--- src/rtl/ws2812_rx.sv ---
// ws2812_rx: WS2812 single-wire stream decoder.
//
// Samples the strip data line, measures each high pulse and turns it into a
// bit. Bits are assembled MSB-first into pixel words, each tagged with its
// index in the frame. A long low gap (latch) closes the frame and reports
// how many pixels arrived and whether anything went wrong.
//
// Ports:
//   clk          system clock
//   reset        asynchronous, active-high reset
//   din          raw WS2812 data line (asynchronous to clk)
//   pixel_data   last decoded pixel, first-received bit in the MSB
//   pixel_index  index of pixel_data within the frame
//   pixel_valid  one-cycle strobe: pixel_data/pixel_index are new
//   frame_done   one-cycle strobe at latch detection
//   frame_count  pixels received in the frame just closed (held)
//   frame_err    error flag for the frame just closed (held)
//   busy         high while a frame is being decoded (HIGH or LOW state)
module ws2812_rx #(
    parameter int T_MIN_HIGH     = 15,
    parameter int T_THRESH       = 60,
    parameter int T_MAX_HIGH     = 110,
    parameter int T_RESET        = 5000,
    parameter int PX_NUM         = 52,
    parameter int IDX_WIDTH      = 6,
    parameter int BITS_PER_PIXEL = 24
) (
    input  logic                      clk,
    input  logic                      reset,
    input  logic                      din,
    output logic [BITS_PER_PIXEL-1:0] pixel_data,
    output logic [IDX_WIDTH-1:0]      pixel_index,
    output logic                      pixel_valid,
    output logic                      frame_done,
    output logic [IDX_WIDTH:0]        frame_count,
    output logic                      frame_err,
    output logic                      busy
);

    localparam int CW = 13;
    localparam int BW = $clog2(BITS_PER_PIXEL + 1);
    localparam int PW = IDX_WIDTH + 1;

    localparam logic [CW-1:0] T_MIN_C    = CW'(T_MIN_HIGH);
    localparam logic [CW-1:0] T_THRESH_C = CW'(T_THRESH);
    localparam logic [CW-1:0] T_MAX_C    = CW'(T_MAX_HIGH);
    localparam logic [CW-1:0] T_RESET_C  = CW'(T_RESET);
    localparam logic [BW-1:0] BIT_LAST_C = BW'(BITS_PER_PIXEL - 1);
    localparam logic [PW-1:0] PX_NUM_C   = PW'(PX_NUM);
    localparam logic [PW-1:0] PX_SAT_C   = PW'(PX_NUM + 1);

    typedef enum logic [1:0] {
        WAIT_LATCH = 2'd0,
        IDLE       = 2'd1,
        HIGH       = 2'd2,
        LOW        = 2'd3
    } state_t;

    state_t                    state_q, state_d;
    logic                      din_meta_q, din_meta_d;
    logic                      din_s_q, din_s_d;
    logic                      din_d_q, din_d_d;
    logic [CW-1:0]             cnt_q, cnt_d;
    logic [BW-1:0]             bit_cnt_q, bit_cnt_d;
    logic [PW-1:0]             pix_cnt_q, pix_cnt_d;
    logic [BITS_PER_PIXEL-1:0] shift_q, shift_d;
    logic                      err_q, err_d;
    logic [BITS_PER_PIXEL-1:0] pixel_data_q, pixel_data_d;
    logic [IDX_WIDTH-1:0]      pixel_index_q, pixel_index_d;
    logic                      pixel_valid_q, pixel_valid_d;
    logic                      frame_done_q, frame_done_d;
    logic [PW-1:0]             frame_count_q, frame_count_d;
    logic                      frame_err_q, frame_err_d;
    logic                      busy_q, busy_d;

    logic                      rise_s, fall_s, bit_val_s, bad_pulse_s;

    // Synchronizer, edge detect and level-duration counter.
    always_comb begin
        din_meta_d = din;
        din_s_d    = din_meta_q;
        din_d_d    = din_s_q;
        rise_s     = din_s_q & ~din_d_q;
        fall_s     = ~din_s_q & din_d_q;
        // The edge cycle is already the first cycle of the new level, so the
        // count restarts at 1: at the fall, cnt_q equals the high time exactly.
        if (rise_s || fall_s) begin
            cnt_d = CW'(1);
        end else if (cnt_q == T_RESET_C) begin
            cnt_d = cnt_q;
        end else begin
            cnt_d = cnt_q + CW'(1);
        end
        bit_val_s   = (cnt_q >= T_THRESH_C);
        bad_pulse_s = (cnt_q < T_MIN_C) || (cnt_q > T_MAX_C);
    end

    // Decoder state machine: next state, pixel assembly and frame bookkeeping.
    always_comb begin
        state_d       = state_q;
        bit_cnt_d     = bit_cnt_q;
        pix_cnt_d     = pix_cnt_q;
        shift_d       = shift_q;
        err_d         = err_q;
        pixel_data_d  = pixel_data_q;
        pixel_index_d = pixel_index_q;
        pixel_valid_d = 1'b0;
        frame_done_d  = 1'b0;
        frame_count_d = frame_count_q;
        frame_err_d   = frame_err_q;
        case (state_q)
            WAIT_LATCH: begin
                // Only a full latch-length low proves we are between frames.
                if (!din_s_q && !din_d_q && (cnt_q == T_RESET_C)) begin
                    state_d = IDLE;
                end else begin
                    state_d = WAIT_LATCH;
                end
            end
            IDLE: begin
                if (rise_s) begin
                    state_d   = HIGH;
                    bit_cnt_d = {BW{1'b0}};
                    pix_cnt_d = {PW{1'b0}};
                    err_d     = 1'b0;
                end else begin
                    state_d = IDLE;
                end
            end
            HIGH: begin
                if (fall_s) begin
                    state_d = LOW;
                    if (bad_pulse_s) begin
                        // Glitch or stuck-high pulse: drop the partial pixel.
                        err_d     = 1'b1;
                        bit_cnt_d = {BW{1'b0}};
                    end else begin
                        shift_d = {shift_q[BITS_PER_PIXEL-2:0], bit_val_s};
                        if (bit_cnt_q == BIT_LAST_C) begin
                            bit_cnt_d = {BW{1'b0}};
                            if (pix_cnt_q < PX_NUM_C) begin
                                pixel_valid_d = 1'b1;
                                pixel_data_d  = shift_d;
                                pixel_index_d = pix_cnt_q[IDX_WIDTH-1:0];
                            end else begin
                                err_d = 1'b1;
                            end
                            // Saturates one past PX_NUM so overflow stays visible.
                            if (pix_cnt_q != PX_SAT_C) begin
                                pix_cnt_d = pix_cnt_q + PW'(1);
                            end else begin
                                pix_cnt_d = pix_cnt_q;
                            end
                        end else begin
                            bit_cnt_d = bit_cnt_q + BW'(1);
                        end
                    end
                end else begin
                    state_d = HIGH;
                end
            end
            LOW: begin
                if (rise_s) begin
                    state_d = HIGH;
                end else if (cnt_q == T_RESET_C) begin
                    state_d       = IDLE;
                    frame_done_d  = 1'b1;
                    frame_count_d = (pix_cnt_q > PX_NUM_C) ? PX_NUM_C : pix_cnt_q;
                    frame_err_d   = err_q | (bit_cnt_q != {BW{1'b0}});
                end else begin
                    state_d = LOW;
                end
            end
            default: begin
                state_d = WAIT_LATCH;
            end
        endcase
        busy_d = (state_d == HIGH) || (state_d == LOW);
    end

    // State and output registers.
    always_ff @(posedge clk or posedge reset) begin
        if (reset) begin
            state_q       <= WAIT_LATCH;
            din_meta_q    <= 1'b0;
            din_s_q       <= 1'b0;
            din_d_q       <= 1'b0;
            cnt_q         <= {CW{1'b0}};
            bit_cnt_q     <= {BW{1'b0}};
            pix_cnt_q     <= {PW{1'b0}};
            shift_q       <= {BITS_PER_PIXEL{1'b0}};
            err_q         <= 1'b0;
            pixel_data_q  <= {BITS_PER_PIXEL{1'b0}};
            pixel_index_q <= {IDX_WIDTH{1'b0}};
            pixel_valid_q <= 1'b0;
            frame_done_q  <= 1'b0;
            frame_count_q <= {PW{1'b0}};
            frame_err_q   <= 1'b0;
            busy_q        <= 1'b0;
        end else begin
            state_q       <= state_d;
            din_meta_q    <= din_meta_d;
            din_s_q       <= din_s_d;
            din_d_q       <= din_d_d;
            cnt_q         <= cnt_d;
            bit_cnt_q     <= bit_cnt_d;
            pix_cnt_q     <= pix_cnt_d;
            shift_q       <= shift_d;
            err_q         <= err_d;
            pixel_data_q  <= pixel_data_d;
            pixel_index_q <= pixel_index_d;
            pixel_valid_q <= pixel_valid_d;
            frame_done_q  <= frame_done_d;
            frame_count_q <= frame_count_d;
            frame_err_q   <= frame_err_d;
            busy_q        <= busy_d;
        end
    end

    assign pixel_data  = pixel_data_q;
    assign pixel_index = pixel_index_q;
    assign pixel_valid = pixel_valid_q;
    assign frame_done  = frame_done_q;
    assign frame_count = frame_count_q;
    assign frame_err   = frame_err_q;
    assign busy        = busy_q;

endmodule

--- config.mk ---
export PLATFORM = sky130hd
export DESIGN_NAME = ws2812_rx
export DESIGN_NICKNAME = d
export VERILOG_FILES = /design/src/rtl/ws2812_rx.sv
export SDC_FILE = /design/constraint.sdc
export NUM_CORES = 1
export LEC_CHECK = 0
export ABC_CLOCK_PERIOD_IN_PS = 2800
export BUFFER_PORTS_ARGS = -buffer_cell sky130_fd_sc_hd__buf_2
export CORE_ASPECT_RATIO = 0.75
export CORE_MARGIN = 5
export CORE_UTILIZATION = 40
export CTS_CLUSTER_DIAMETER = 200
export DETAILED_ROUTE_END_ITERATION = 8
export HOLD_SLACK_MARGIN = 0.12
export PLACE_DENSITY = 0.65
export SLEW_MARGIN = 15
export SYNTH_ARGS = -nofsm -noshare
export SYNTH_HDL_FRONTEND = slang
export SYNTH_SLANG_ARGS = --single-unit
--- constraint.sdc ---
create_clock -name clk -period 2.8 [get_ports clk]
set_input_delay 0.14 -clock clk [delete_from_list [all_inputs] [get_ports clk]]
set_output_delay 0.14 -clock clk [all_outputs]
set_load 0.01 [all_outputs]
==> results.py, run 1 <==
metrics = {
    "die": {
        "die_y_um": 98.96,
        "die_x_um": 128.6,
        "rows": 32,
        "design.die.area_um2": 12730,
        "num_io_pins": 44,
        "core_area_um2": 10290,
        "initial_core_utilization_pct": 41.01,
    },
    "critical_path": {
        "end_kind": "register",
        "critical_path.startpoint_type": "register",
        "worst_path_dominant_cell_family": "simple AND/OR/NAND/NOR gates",
        "worst-path-buf-inv": 1,
        "r2r_start": "cnt_q[12]",
        "worst_ep_arrival_time_ps": 2650,
        "worst_path_max_delay_cell": "sky130_fd_sc_hd__o2111a_1",
        "regToRegSetupSlack_ps": 370,
        "crit_path_max_incr_delay_ps": 570,
        "cp_data_required_time_ps": 3020,
        "worstPathMaxFanout": 26,
        "critPathKind": "reg -> reg",
        "worst-r2r-cell-count": 5,
        "worstReg2RegEnd": "pixel_data[11]",
        "crit_path_cell_trace": "nor4_1 -> o2111a_1 -> nand4_1 -> buf_4 -> mux2_2",
    },
    "logic_synthesis": {
        "synth-async-reset-ratio_pct": 100.0,
        "syn_inst": 334,
        "synth.ff_latch_count": 94,
        "number_of_flops_mapped_to_enable_cells_by_yosys": 0,
        "synth_area_um2": 4220,
        "yosysWarningCount": 0,
        "syn_nets": 347,
        "synth-main-ff-cell": "sky130_fd_sc_hd__dfrtp_1",
        "synth.lib_cells_used.distinct": 51,
        "synth.yosys.seq_area_share_pct": 55.74,
        "synth.avg_cell_area_um2": 12.64,
    },
    "sta": {
        "timing.final.hold_violations": 0,
        "fin_crit_sh_pct": 86.76,
        "final_worst_hold_slack_ps": 348.2,
        "worstMarginPinSlew_ps": 684.8,
        "rsz0062_at_grt": "no",
        "slew_violations": 0,
        "final_period_minus_worst_setup_slack_ps": 2429,
        "clock_tree_skew_after_final_layout_ps": 6.677,
        "setup_total_negative_slack_ps": 0,
        "setup_violations": 0,
        "slew_headroom_pct": 54.35,
        "achievable-frequency_ghz": 0.4116,
    },
    "drt": {
        "drt-total-wl_mm": 7.925,
        "first_iter_violations": 184,
        "route.detailed.vias_per_inst": 5.169,
        "via_count": 2688,
        "detail_route.drc_violations": 0,
        "postRouteAntennaNets": 0,
        "route.detailed.wl_per_inst_um": 15.24,
        "detail_route.first_pass.iterations": 4,
    },
    "layout": {
        "drive_gt1_share_pct": 33.33,
        "layout.cells.most_common": "sky130_fd_sc_hd__dfrtp_1",
        "layout.filler_cells": 917,
        "count_of_nets_after_finishing": 392,
        "syn_to_final_growth_pct": 16.13,
        "final_cell_mix": "94 x sky130_fd_sc_hd__dfrtp_1, 57 x sky130_fd_sc_hd__mux2_2, 43 x sky130_fd_sc_hd__buf_2",
        "antenna-diode-count": 0,
    },
    "job": {
        "max-cap-violations": 0,
    },
    "clock_tree": {
        "cts-root-buf": "sky130_fd_sc_hd__clkbuf_16",
        "cts_buffer_depth": 2,
        "clock_sinks": 94,
        "cts_tree": "built",
        "clock_latency_reported_for_the_late_side_of_the_worst_skew_pair_ps": 340,
        "h_tree_level_count": 3,
        "cts_inserted_buffers": 9,
        "clkTransAtPathRegs_ps": 60,
        "post_cts_resized": 0,
    },
    "placement": {
        "io_buffers": 43,
        "place_congestion": 0.7936,
        "dp_hpwl_mm": 5.498,
    },
    "status": {
        "status": "completed",
    },
    "grt": {
        "initial_antenna_violation_count": 0,
        "grt_pass1_vias": 2836,
        "pin_count_of_the_biggest_net_entering_global_routing": 57,
        "grt_overflow": 0,
        "grt_use_total_pct": 13.58,
        "first_pass_grt_wire_length_mm": 14.03,
    },
    "power_and_ir_drop": {
        "total_power_divided_by_cell_area_nw_per_um2": 549.2,
        "leakage_nw": 2.504,
        "vdd.ir_drop.worst_mv": 0.3089,
    },
    "min_path": {
        "holdPathStages": 0,
        "hold_class": "reg -> reg",
        "worst_hold_path.endpoint": "din_d_d",
        "hp-start": "din_meta_q",
    },
}
worst max-delay path by stage:
stage	start	to	slack (ps)	cells past startpoint
after floorplan	reset	bit_cnt_q[0]	210	1
final	cnt_q[12]	pixel_data[11]	370	5
after global routing	cnt_q[12]	pixel_data[18]	230	5
after global placement	cnt_q[12]	pixel_data[17]	470	5
after CTS	cnt_q[12]	pixel_data[11]	370	5
after detailed placement	cnt_q[12]	pixel_data[11]	360	5
what timing repair did:
| action | 4_1_cts | 5_1_grt |
|---|---|---|
| hold buffers | 2 | 0 |
| setup endpoints to repair | 0 | 0 |
| setup buffers | 0 | 0 |
| endpoints found under the hold margin | 55 | 0 |
routing by layer:
| metal | global-route usage (%) | vias to the layer above | share of wire (%) |
|---|---|---|---|
| li1 | - | 1298 | - |
| met1 | 18.64 | 1337 | 49 |
| met2 | 21.17 | 41 | 45 |
| met3 | 3.575 | 12 | 4.5 |
| met4 | 4.116 | 0 | 1.4 |
| met5 | 0 | - | 0 |
cells in the mapped netlist, types with 2 or more instances:
library cell                count  area (um^2)
sky130_fd_sc_hd__clkbuf_1       9        33.78
sky130_fd_sc_hd__and3_1         4        25.02
sky130_fd_sc_hd__buf_2          8        40.04
sky130_fd_sc_hd__nor2_1        15        56.30
sky130_fd_sc_hd__nand3b_1       2        15.01
sky130_fd_sc_hd__mux2i_1        6        60.06
sky130_fd_sc_hd__a22o_1         2        17.52
sky130_fd_sc_hd__or3b_2         3        26.28
sky130_fd_sc_hd__nand2_1        8        30.03
sky130_fd_sc_hd__nor4bb_1       2        20.02
sky130_fd_sc_hd__a31oi_1        7        43.79
sky130_fd_sc_hd__a41oi_1        6        52.55
sky130_fd_sc_hd__dfrtp_1       94         2352
sky130_fd_sc_hd__nor3_1         5        25.02
sky130_fd_sc_hd__ha_1          10        125.1
sky130_fd_sc_hd__nand4_1        5        31.28
sky130_fd_sc_hd__nor2b_1        3        18.77
sky130_fd_sc_hd__xnor2_1        8        70.07
sky130_fd_sc_hd__or3_1          3        18.77
sky130_fd_sc_hd__nor3b_1        3        22.52
sky130_fd_sc_hd__nand2b_1       7        43.79
sky130_fd_sc_hd__nor4_1         3        18.77
sky130_fd_sc_hd__o2111ai_1      2        17.52
sky130_fd_sc_hd__mux2_2        57        641.9
sky130_fd_sc_hd__nand3_1       11        55.05
sky130_fd_sc_hd__inv_1         19        71.32
sky130_fd_sc_hd__a21oi_1        4        20.02
sky130_fd_sc_hd__o21ai_0        4        20.02
sky130_fd_sc_hd__o2111a_1       2        22.52
kinds of logic after synthesis:
kind of cell	synth area share (%)
buffers and inverters	3.439
muxes	16.90
DFF	55.74
xor gates and xnor gates	1.868
and+or+nand+nor	12.24
adders and majority gates	2.965
AOI/OAI and AO/OA	6.849
stage by stage:
stage               std cells  power, mW  setup slack [ps]  util, %  area (um^2)
floorplan                 334      1.467             211.3        -         4220
global placement          502      1.490             473.5    44.50         4579
detailed placement        502      1.495             362.0    44.50         4579
CTS                       520      2.721             366.9    47.63         4901
global route              520      2.796             234.7    47.63         4901
finish                    520      2.691             370.7    47.63         4901
where the power goes:
group,leakage (nW),internal (mW),switching (mW)
sequential,1.30,1.37,0.0178
clock,0.143,0.722,0.502
combinational,1.06,0.0286,0.0521
worst reg2reg max path, delay by kind of cell (launching register included):
| kind | cells | cell delay, ps |
|---|---|---|
| AND/OR/NAND/NOR | 2 | 710 |
| flip-flops | 1 | 420 |
| multiplexers | 1 | 330 |
| buffers and inverters | 1 | 290 |
| AO/OA/AOI/OAI | 1 | 570 |
flip-flops by register name, summed over array words and instances, names as in the netlist:
name and cells:
cnt_q 13, din_d_d 1, pixel_index 6, frame_err 1
bit_cnt_q 5, pixel_valid 1, busy 1, din_meta_q 1
err_q 1, state_q 1, frame_done 1, pix_cnt_q 7
shift_q 23, pixel_data 24, din_d_q 1, frame_count 7
final cells by class:
| cell class | instances | area (um^2) | share of cell area, % |
|---|---|---|---|
| Clock buffer | 12 | 246.5 | 5.029 |
| Inverter | 19 | 73.82 | 1.506 |
| Tap cell | 136 | 170.2 | 3.472 |
| Sequential cell | 94 | 2352 | 48.00 |
| Timing Repair Buffer | 51 | 280.3 | 5.719 |
| Clock inverter | 4 | 55.05 | 1.123 |
| Multi-Input combinational cell | 204 | 1723 | 35.15 |
Power figures use the tool's default switching activity.
==> inputs of run 2 (changes only) <==
- CORE_UTILIZATION: 40 -> 58
- PLACE_DENSITY: 0.65 -> 0.86
==> run 2 against run 1 <==
Combinational power fell by 2%. Flip-flop and latch count did not move. Wire length fell by 0.96%. Utilization rose by 21 points. Cell count fell by 7.3%. Largest power group unchanged. Worst hold slack improved by 5.7 ps.
==> results.py, run 2 (synthesized netlist as in run 1, its figures left out) <==
metrics = {
    "status": {
        "status": "completed",
    },
    "sta": {
        "timing.final.hold_violations": 0,
        "final_period_minus_worst_setup_slack_ps": 2302,
        "setup_violations": 0,
        "rsz0062_at_grt": "no",
        "slew_headroom_pct": 52.99,
        "achievable-frequency_ghz": 0.4344,
        "worstMarginPinSlew_ps": 698.8,
        "setup_total_negative_slack_ps": 0,
        "slew_violations": 0,
        "clock_tree_skew_after_final_layout_ps": 11.43,
        "fin_crit_sh_pct": 82.21,
    },
    "critical_path": {
        "r2r_start": "cnt_q[12]",
        "worst-path-buf-inv": 2,
        "critical_path.startpoint": "cnt_q[12]",
        "worst_ep_arrival_time_ps": 2550,
        "worstPathMaxFanout": 25,
        "crit_path_max_incr_delay_ps": 540,
        "cp_data_required_time_ps": 3050,
        "worst_path_dominant_cell_family": "simple AND/OR/NAND/NOR gates",
        "crit_path_cell_trace": "nor4_1 -> o2111a_1 -> buf_4 -> nand4_1 -> buf_4 -> mux2_2",
        "worst_path_most_repeated_cell": "sky130_fd_sc_hd__buf_4",
        "regToRegSetupSlack_ps": 500,
        "cp.depth": 6,
        "critPathKind": "reg -> reg",
        "worst_path_max_delay_cell": "sky130_fd_sc_hd__nor4_1",
        "worstReg2RegEnd": "pixel_data[15]",
        "critical_path.startpoint_type": "register",
        "crit_end": "pixel_data[15]",
        "worst-r2r-cell-count": 6,
        "end_kind": "register",
    },
    "layout": {
        "syn_to_final_growth_pct": 13.16,
        "count_of_nets_after_finishing": 392,
        "layout.cells.most_common": "sky130_fd_sc_hd__dfrtp_1",
        "drive_gt1_share_pct": 33.85,
        "largest_reg_flops": 24,
        "antenna-diode-count": 0,
        "multi_input_area_um2": 1723,
        "seq_area_um2": 2352,
        "layout.filler_cells": 492,
        "final_cell_mix": "94 x sky130_fd_sc_hd__dfrtp_1, 57 x sky130_fd_sc_hd__mux2_2, 43 x sky130_fd_sc_hd__buf_2",
        "finalCoreUtilization_pct": 68.92,
    },
    "die": {
        "design.die.area_um2": 9100,
        "rows": 26,
        "die_x_um": 108.5,
        "num_io_pins": 44,
        "core_area_um2": 6929,
        "die_y_um": 83.88,
        "initial_core_utilization_pct": 60.91,
    },
    "power_and_ir_drop": {
        "power_report.internal_total_mw": 1.850,
        "power.clock.fraction_pct": 39.4,
        "pwr-share-comb_pct": 3.3,
        "net-switching-power_mw": 0.5683,
        "vdd.ir_drop.worst_mv": 0.3598,
        "leakage_nw": 2.472,
        "share_seq_of_total_power_pct": 57.3,
        "power_switching_share_pct": 23.50,
        "total_power_divided_by_cell_area_nw_per_um2": 506.3,
    },
    "min_path": {
        "hold_class": "reg -> reg",
    },
    "drt": {
        "drt-total-wl_mm": 7.849,
        "via_count": 2740,
        "detail_route.first_pass.iterations": 4,
        "detail_route.drc_violations": 0,
        "first_iter_violations": 120,
        "postRouteAntennaNets": 0,
        "route.detailed.wl_per_inst_um": 16.28,
        "route.detailed.vias_per_inst": 5.685,
    },
    "grt": {
        "grt_use_total_pct": 18.53,
        "grt_pass1_vias": 2669,
        "first_pass_grt_wire_length_mm": 13.29,
        "grt_overflow": 0,
        "initial_antenna_violation_count": 0,
        "pin_count_of_the_biggest_net_entering_global_routing": 59,
    },
    "clock_tree": {
        "cts_tree": "built",
        "h_tree_level_count": 3,
        "post-cts-setup-buffers": 0,
        "clock_latency_reported_for_the_late_side_of_the_worst_skew_pair_ps": 370,
        "clock_sinks": 94,
        "clkTransAtPathRegs_ps": 100,
        "cts-root-buf": "sky130_fd_sc_hd__clkbuf_8",
        "cts_buffer_depth": 2,
        "post_cts_resized": 0,
        "number_of_buffers_inserted_by_hold_repair_at_cts": 2,
        "cts_inserted_buffers": 9,
    },
    "placement": {
        "dp_hpwl_mm": 5.365,
        "io_buffers": 43,
        "place_congestion": 0.9544,
    },
    "job": {
        "max-cap-violations": 0,
    },
}
## run 2: cell types whose count changed in the layout (fill, tap and decap cells not counted), sizes merged
cell	previous run	this run
clkbuf	12	10
inv	20	22
## run 2: area by class of cell
cell class / count / area share (%)
sequential: 94 / 49.25
clock inverter: 6 / 1.572
inverter: 19 / 1.520
clock buffer: 10 / 2.882
multi-input combinational: 204 / 36.08
timing repair buffer: 51 / 6.130
tap: 98 / 2.567
## run 2: routing by layer
layer | up-vias | routed length [um] | global-route usage, %
met5 | - | 0 | 0
met4 | 0 | 169 | 7.339
met3 | 14 | 393 | 4.640
met2 | 62 | 3765 | 27.93
met1 | 1371 | 3522 | 25.74
li1 | 1293 | - | -
## run 2: worst min-delay path by stage
stage | depth (start not counted) | start | endpoint
2_1_floorplan | 0 | din | din_meta_q
3_3_place_gp | 2 | reset | din_meta_q
3_5_place_dp | 2 | reset | pixel_data[18]
4_1_cts | 0 | din_meta_q | din_d_d
5_1_grt | 0 | din_meta_q | din_d_d
6_report | 0 | din_meta_q | din_d_d
## run 2: per-stage QoR
stage	std cells	setup slack [ps]	cell area (um^2)	hold slack, ps	power, mW
floorplan	334	211.3	4220	171.4	1.467
global placement	464	621.9	4543	241.9	1.488
detailed placement	464	568.5	4543	250.2	1.492
CTS	482	530.6	4776	357.4	2.447
global route	482	399.0	4776	376.6	2.517
finish	482	498.1	4776	353.9	2.418
## run 2: power groups by stage
stage	Clock, mW	Combinational (mW)	Sequential (mW)
after floorplan	0	0.0592	1.41
after global placement	0	0.0765	1.41
after detailed placement	0	0.0807	1.41
after CTS	0.979	0.0826	1.39
after global routing	1.04	0.0916	1.39
final	0.953	0.0790	1.39
